File: config.mk
export PLATFORM = sky130hd
export DESIGN_NAME = fft_io_ctrl
export DESIGN_NICKNAME = d
export VERILOG_FILES = /design/src/rtl/fft_io_ctrl.sv
export SDC_FILE = /design/constraint.sdc
export NUM_CORES = 1
export LEC_CHECK = 0
export CAP_MARGIN = 40
export CORE_ASPECT_RATIO = 1.1
export CORE_UTILIZATION = 30
export DETAILED_ROUTE_END_ITERATION = 16
export GPL_TIMING_DRIVEN = 0
export HOLD_SLACK_MARGIN = 0.03
export MAX_ROUTING_LAYER = met4
export PLACE_DENSITY = 0.67
export SKIP_CTS_REPAIR_TIMING = 1
export SLEW_MARGIN = 40
export SYNTH_ARGS = -nofsm -noshare
export SYNTH_HDL_FRONTEND = slang
export SYNTH_SLANG_ARGS = --single-unit
File: constraint.sdc
create_clock -name iCLK -period 5.6 [get_ports iCLK]
set_clock_uncertainty 0.1 [all_clocks]
set_input_delay 0.56 -clock iCLK [delete_from_list [all_inputs] [get_ports iCLK]]
set_output_delay 0.56 -clock iCLK [all_outputs]
set_load 0.1 [all_outputs]
File: src/rtl/fft_io_ctrl.sv
// Host-side frame sequencer for the 2048-point FFT core: loads samples into four RAM banks,
// launches the transform, then streams results out. Optional WAIT timeout: FFT_IO_TIMEOUT_EN.
module fft_io_ctrl #(
  parameter int ADDR_W  = 9,
  parameter int TIMEOUT = 65535
) (
  input  logic              iCLK,
  input  logic              iRESET,
  input  logic              iABORT,
  input  logic              iVALID,
  input  logic [15:0]       iDATA,
  output logic              oREADY,
  output logic              oVALID,
  output logic [16:0]       oDATA,
  output logic              oLAST,
  input  logic              iREADY,
  output logic              oSTART,
  input  logic              iRDY,
  output logic [15:0]       oFFT_DATA,
  output logic [ADDR_W-1:0] oADDR_WR_0,
  output logic [ADDR_W-1:0] oADDR_WR_1,
  output logic [ADDR_W-1:0] oADDR_WR_2,
  output logic [ADDR_W-1:0] oADDR_WR_3,
  output logic              oWE_0,
  output logic              oWE_1,
  output logic              oWE_2,
  output logic              oWE_3,
  output logic [ADDR_W-1:0] oADDR_RD_0,
  output logic [ADDR_W-1:0] oADDR_RD_1,
  output logic [ADDR_W-1:0] oADDR_RD_2,
  output logic [ADDR_W-1:0] oADDR_RD_3,
  input  logic [16:0]       iFFT_RE_0,
  input  logic [16:0]       iFFT_RE_1,
  input  logic [16:0]       iFFT_RE_2,
  input  logic [16:0]       iFFT_RE_3,
  output logic              oBUSY,
  output logic              oERR,
  output logic [3:0]        oDBG_STATE
);

  typedef enum logic [3:0] {
    ST_LOAD    = 4'd0,
    ST_FLUSH   = 4'd1,
    ST_START   = 4'd2,
    ST_WAIT    = 4'd3,
    ST_RD_ADDR = 4'd4,
    ST_RD_WAIT = 4'd5,
    ST_RD_CAP  = 4'd6,
    ST_OUT     = 4'd7,
    ST_ERR     = 4'd8
  } state_t;

  localparam logic [ADDR_W+1:0] K_LAST = '1;
  localparam logic [ADDR_W-1:0] A_LAST = '1;

  state_t            state_q;
  logic [ADDR_W+1:0] k_q;
  logic [ADDR_W-1:0] a_q;
  logic [ADDR_W-1:0] rd_addr_q;
  logic [1:0]        j_q;
  logic [3:0]        we_q;
  logic [ADDR_W-1:0] wr_addr_q [4];
  logic [15:0]       fft_data_q;
  logic [16:0]       cap_q [4];
  logic              rdy_prev_q;
  logic              rdy_rise;

`ifdef FFT_IO_TIMEOUT_EN
  localparam logic [15:0] TMO_LAST = 16'(TIMEOUT - 1);
  logic [15:0] tmo_q;
`else
  logic [15:0] timeout_unused;
  assign timeout_unused = 16'(TIMEOUT);
`endif

  // Only a low-to-high transition of iRDY completes the transform; a level already high does not.
  assign rdy_rise = iRDY & ~rdy_prev_q;

  always_ff @(posedge iCLK or posedge iRESET) begin
    if (iRESET) begin
      state_q    <= ST_LOAD;
      k_q        <= '0;
      a_q        <= '0;
      rd_addr_q  <= '0;
      j_q        <= '0;
      we_q       <= '0;
      fft_data_q <= '0;
      rdy_prev_q <= 1'b0;
      for (int i = 0; i < 4; i++) begin
        wr_addr_q[i] <= '0;
        cap_q[i]     <= '0;
      end
`ifdef FFT_IO_TIMEOUT_EN
      tmo_q      <= '0;
`endif
    end else begin
      we_q       <= '0;
      rdy_prev_q <= iRDY;
      if (iABORT) begin
        state_q   <= ST_LOAD;
        k_q       <= '0;
        a_q       <= '0;
        rd_addr_q <= '0;
        j_q       <= '0;
      end else begin
        case (state_q)
          ST_LOAD: if (iVALID) begin
            we_q[k_q[1:0]]      <= 1'b1;
            wr_addr_q[k_q[1:0]] <= k_q[ADDR_W+1:2];
            fft_data_q          <= iDATA;
            if (k_q == K_LAST) begin
              k_q     <= '0;
              state_q <= ST_FLUSH;
            end else begin
              k_q <= k_q + 1'b1;
            end
          end
          ST_FLUSH: state_q <= ST_START;
          ST_START: begin
            state_q <= ST_WAIT;
`ifdef FFT_IO_TIMEOUT_EN
            tmo_q   <= '0;
`endif
          end
          ST_WAIT: begin
            if (rdy_rise) state_q <= ST_RD_ADDR;
`ifdef FFT_IO_TIMEOUT_EN
            else if (tmo_q == TMO_LAST) state_q <= ST_ERR;
            else tmo_q <= tmo_q + 1'b1;
`endif
          end
          // The address leaves here; one-cycle RAM latency puts the data in place for RD_CAP.
          ST_RD_ADDR: begin
            rd_addr_q <= a_q;
            state_q   <= ST_RD_WAIT;
          end
          ST_RD_WAIT: state_q <= ST_RD_CAP;
          ST_RD_CAP: begin
            cap_q[0] <= iFFT_RE_0;
            cap_q[1] <= iFFT_RE_1;
            cap_q[2] <= iFFT_RE_2;
            cap_q[3] <= iFFT_RE_3;
            j_q      <= '0;
            state_q  <= ST_OUT;
          end
          ST_OUT: if (iREADY) begin
            if (j_q == 2'd3) begin
              j_q <= '0;
              if (a_q == A_LAST) begin
                a_q     <= '0;
                k_q     <= '0;
                state_q <= ST_LOAD;
              end else begin
                a_q     <= a_q + 1'b1;
                state_q <= ST_RD_ADDR;
              end
            end else begin
              j_q <= j_q + 2'd1;
            end
          end
`ifdef FFT_IO_TIMEOUT_EN
          ST_ERR: state_q <= ST_ERR;
`endif
          default: state_q <= ST_LOAD;
        endcase
      end
    end
  end

  // valid/ready: a sample moves on iVALID & oREADY, a result word on oVALID & iREADY;
  // oVALID and oDATA are decoded from registers and never depend on iREADY.
  assign oREADY     = (state_q == ST_LOAD);
  assign oBUSY      = (state_q != ST_LOAD);
  assign oSTART     = (state_q == ST_START);
  assign oVALID     = (state_q == ST_OUT);
  assign oDATA      = cap_q[j_q];
  assign oLAST      = oVALID && (a_q == A_LAST) && (j_q == 2'd3);
  assign oFFT_DATA  = fft_data_q;
  assign oWE_0      = we_q[0];
  assign oWE_1      = we_q[1];
  assign oWE_2      = we_q[2];
  assign oWE_3      = we_q[3];
  assign oADDR_WR_0 = wr_addr_q[0];
  assign oADDR_WR_1 = wr_addr_q[1];
  assign oADDR_WR_2 = wr_addr_q[2];
  assign oADDR_WR_3 = wr_addr_q[3];
  assign oADDR_RD_0 = rd_addr_q;
  assign oADDR_RD_1 = rd_addr_q;
  assign oADDR_RD_2 = rd_addr_q;
  assign oADDR_RD_3 = rd_addr_q;
  assign oDBG_STATE = state_q;
`ifdef FFT_IO_TIMEOUT_EN
  assign oERR       = (state_q == ST_ERR);
`else
  assign oERR       = 1'b0;
`endif

endmodule
==> run_results.csv <==
group,metric,value,unit
run_status,status,"finished clean",
placed_design,dpl.hpwl,12700,um
grt,gr-total-overflow,0,
synthesis,synth_top_family_by_area,"multiplexers",
clocking,cts_sinks,159,
synthesis,synth_mux_area_share,22.0,%
critical_path,crit_start,"j_q[1]$_DFFE_PP0P_",
pwr,clockPowerShare,40.1,%
placed_design,place.gp.congestion,0.794,
die,core-area,0.0231,sq mm
critical_path,crit_path_max_incr_delay,0.61,ns
synthesis,ys.flop_type,"dfrtp_1",
placed_design,port_buffers,205,
drt,via_count,5075,
synthesis,synth_xor_area_share,0.123,%
final_layout,fin_nets,887,
synthesis,synth_warnings,0,
critical_path,r2r_cells,9,
timing,period_needed,3.37,ns
synthesis,synth.top_cells.by_count,"dfrtp_1 (159), nand2_1 (88), mux2_2 (76)",
timing,finalHoldViolations,0,
synthesis,synth-compound-area-share,4.54,%
die,dieHeight,163,um
final_layout,finalInstanceArea,0.00966,sq mm
critical_path,path_cells,"clkbuf_1, clkbuf_1, mux4_2, buf_2",
drt,antenna_left,0,
drt,wl_per_cell,16.2,um
clocking,numCtsBuffers,17,
synthesis,yosysUniqueCellTypes,47,
synthesis,ys_seq_area_share,56.0,%
synthesis,avgSynthCellArea,12.6,sq um
timing,rsz0062_at_grt,"no",
critical_path,r2r_start,"a_q[0]$_DFFE_PP0P_",
die,ios,209,
die,die-width,149,um
min_path,hold_start,"oFFT_DATA[12]$_DFFE_PP0P_",
placed_design,dp.cells,1071,
critical_path,reg2reg_slack,2.76,ns
critical_path,worstSetupEndpointType,"primary output",
timing,report.final.slew_viol_count,0,
clocking,htree_levels,4,
pwr,p_sw,1.04,mW
final_layout,utilization,41.9,%
min_path,hp-class,"register to register",
timing,maxSlewHeadroom,51.6,%
drt,postRouteWirelength,17900,um
synthesis,async_reset_ff_share,100,%
synthesis,synth-seq-cells,159,
clocking,clkSlewWorstSetupHoldPaths,0.06,ns
die,dieArea,0.0243,sq mm
clocking,cts_root_buf,"clkbuf_16",
grt,grt_usage,15.8,%
clocking,clockBufferDepth,2,
drt,dr.pass1.iters,5,
synthesis,synthCells,563,
timing,fmax,0.297,GHz
synthesis,synth_top_cell_by_area,"dfrtp_1",
die,initial_core_util,30.8,%
drt,drt_iter0_drc,212,
grt,antenna_found_initial,0,
min_path,min_path_cells,2,
grt,grt_max_degree,75,
synthesis,synthAdderAreaFrac,1.23,%
clocking,cts_tree,"built",
drt,drc,0,
final_layout,drive_gt1_share,37.5,%
timing,hold_slack,0.371,ns
critical_path,crit_type,"register to primary output",
critical_path,r2r-end,"k_q[10]$_DFFE_PP0P_",
pwr,ir_drop,0.000232,V
pwr,power_frac_seq,39.3,%
min_path,min_to,"oFFT_DATA[12]$_DFFE_PP0P_",
pwr,leakagePower,4.99,nW
drt,viasPerCell,4.60,
critical_path,crit_arrival,2.71,ns
placed_design,place_area,0.00901,sq mm
final_layout,stdcell_count,1103,
grt,grt_pass1_wl,28300,um
synthesis,post-synth-top-count-cell,"dfrtp_1",
critical_path,critical-path-slowest-cell,"clkbuf_1",
clocking,clkLatencyLatePin,0.41,ns
synthesis,synthesis.area,0.00711,sq mm
timing,setup_viol,0,
job,cap_violations,0,
critical_path,path_max_fanout,10,
pwr,switching_share,32.9,%
synthesis,synth_top_cells_by_area,"dfrtp_1 (56%), mux2_2 (12%), mux4_2 (5.4%)",
die,rows,58,
final_layout,area_growth,35.9,%
critical_path,worst_path_most_repeated_cell,"clkbuf_1",
pwr,powerDensity,327,mW/mm^2
pwr,p_comb_share,20.6,%
synthesis,yosysTopAreaCellShare,56.0,%
synthesis,synth_edf_count,0,
final_layout,diodes,0,
grt,grt_pass1_vias,5057,
critical_path,required,4.94,ns
timing,finalCritPeriodShare,60.2,%
pwr,internal-power,2.12,mW
timing,worst_pin_slew,0.725,ns
critical_path,start_kind,"register",
synthesis,synth-simple-area-share,10.4,%
-- layer usage --
metal,wire length (um),GRT usage [%],vias up
li1,-,-,2401
met1,8080,20.1,2509
met2,8570,25.0,154
met3,1030,3.77,11
met4,218,4.50,0
met5,0,-,-
-- kinds of logic (layout without fill, tap and decap cells) --
logic type | Yosys count | count (layout)
other | 1 | 2
flip-flops | 159 | 159
adder cells (fa/ha/maj) | 7 | 7
XOR/XNOR | 1 | 1
AO/OA/AOI/OAI | 49 | 49
multiplexers | 122 | 122
buffers and inverters | 69 | 308
AND/OR/NAND/NOR | 155 | 155
-- worst max-delay path, delay by kind of cell, from the launching register on --
kind,cells,cell delay (ns)
DFF,1,0.35
muxes,1,0.34
buffers and inverters,3,1.61
-- power groups by stage --
stage / sequential, mW / combinational (mW) / clock [mW]
after floorplan: 1.55 / 0.200 / 0
after global placement: 1.26 / 0.694 / 0
after detailed placement: 1.26 / 0.655 / 0
after CTS: 1.24 / 0.655 / 1.31
after global routing: 1.25 / 0.683 / 1.36
final: 1.24 / 0.650 / 1.26
-- worst max-delay path by stage --
stage	to	slack (ns)	cells after the start
after floorplan	a_q[0]$_DFFE_PP0P_	0.65	1
after global placement	a_q[6]$_DFFE_PP0P_	-1.84	2
after detailed placement	oDATA[8]	2.51	4
after CTS	oDATA[8]	2.05	4
after global routing	oDATA[13]	2.07	4
final	oDATA[8]	2.23	4
-- per-stage QoR --
step | worst slack (ns) | TNS (ns) | power [mW]
after floorplan | 0.648 | 0 | 1.75
after global placement | -1.84 | -291.69 | 1.96
after detailed placement | 2.51 | 0 | 1.92
after CTS | 2.05 | 0 | 3.20
after global routing | 2.07 | 0 | 3.29
final | 2.23 | 0 | 3.16
-- layout by cell type, fill, tap and decap left out, types with 7 or more instances in the layout --
master,Yosys,routed
buf_4,33,33
dfrtp_1,159,159
nor2_1,10,10
o21ai_0,11,11
nand2_1,88,88
mux2_1,28,28
clkbuf_1,10,10
clkbuf_16,0,17
clkdlybuf4s50_1,0,88
mux2_2,76,76
a21oi_1,13,13
buf_2,14,131
nand3_1,9,9
and3_1,8,8
ha_1,7,7
and2_1,7,7
inv_1,8,7
mux4_2,17,17
-- registers in the layout, summed over array words and instances (netlist names), 3 cells and up --
register and count:
oADDR_WR_3 9, oFFT_DATA 16, k_q 11, a_q 9, oADDR_WR_1 9, we_q 4, cap_q 68, oDBG_STATE 3
oADDR_RD_0 9, oADDR_WR_0 9, oADDR_WR_2 9
-- layout make-up --
type                    instances  area [sq um]
clock inverters                15           220
fillers                      2214         13400
multi-input cells             336          2730
inverters                       8          37.5
clock buffers                  17           425
flip-flops and latches        159          3980
plain buffers                  61           370
repair buffers                207          1520
well taps                     300           375
No activity file was read; power rests on OpenSTA's default activity.
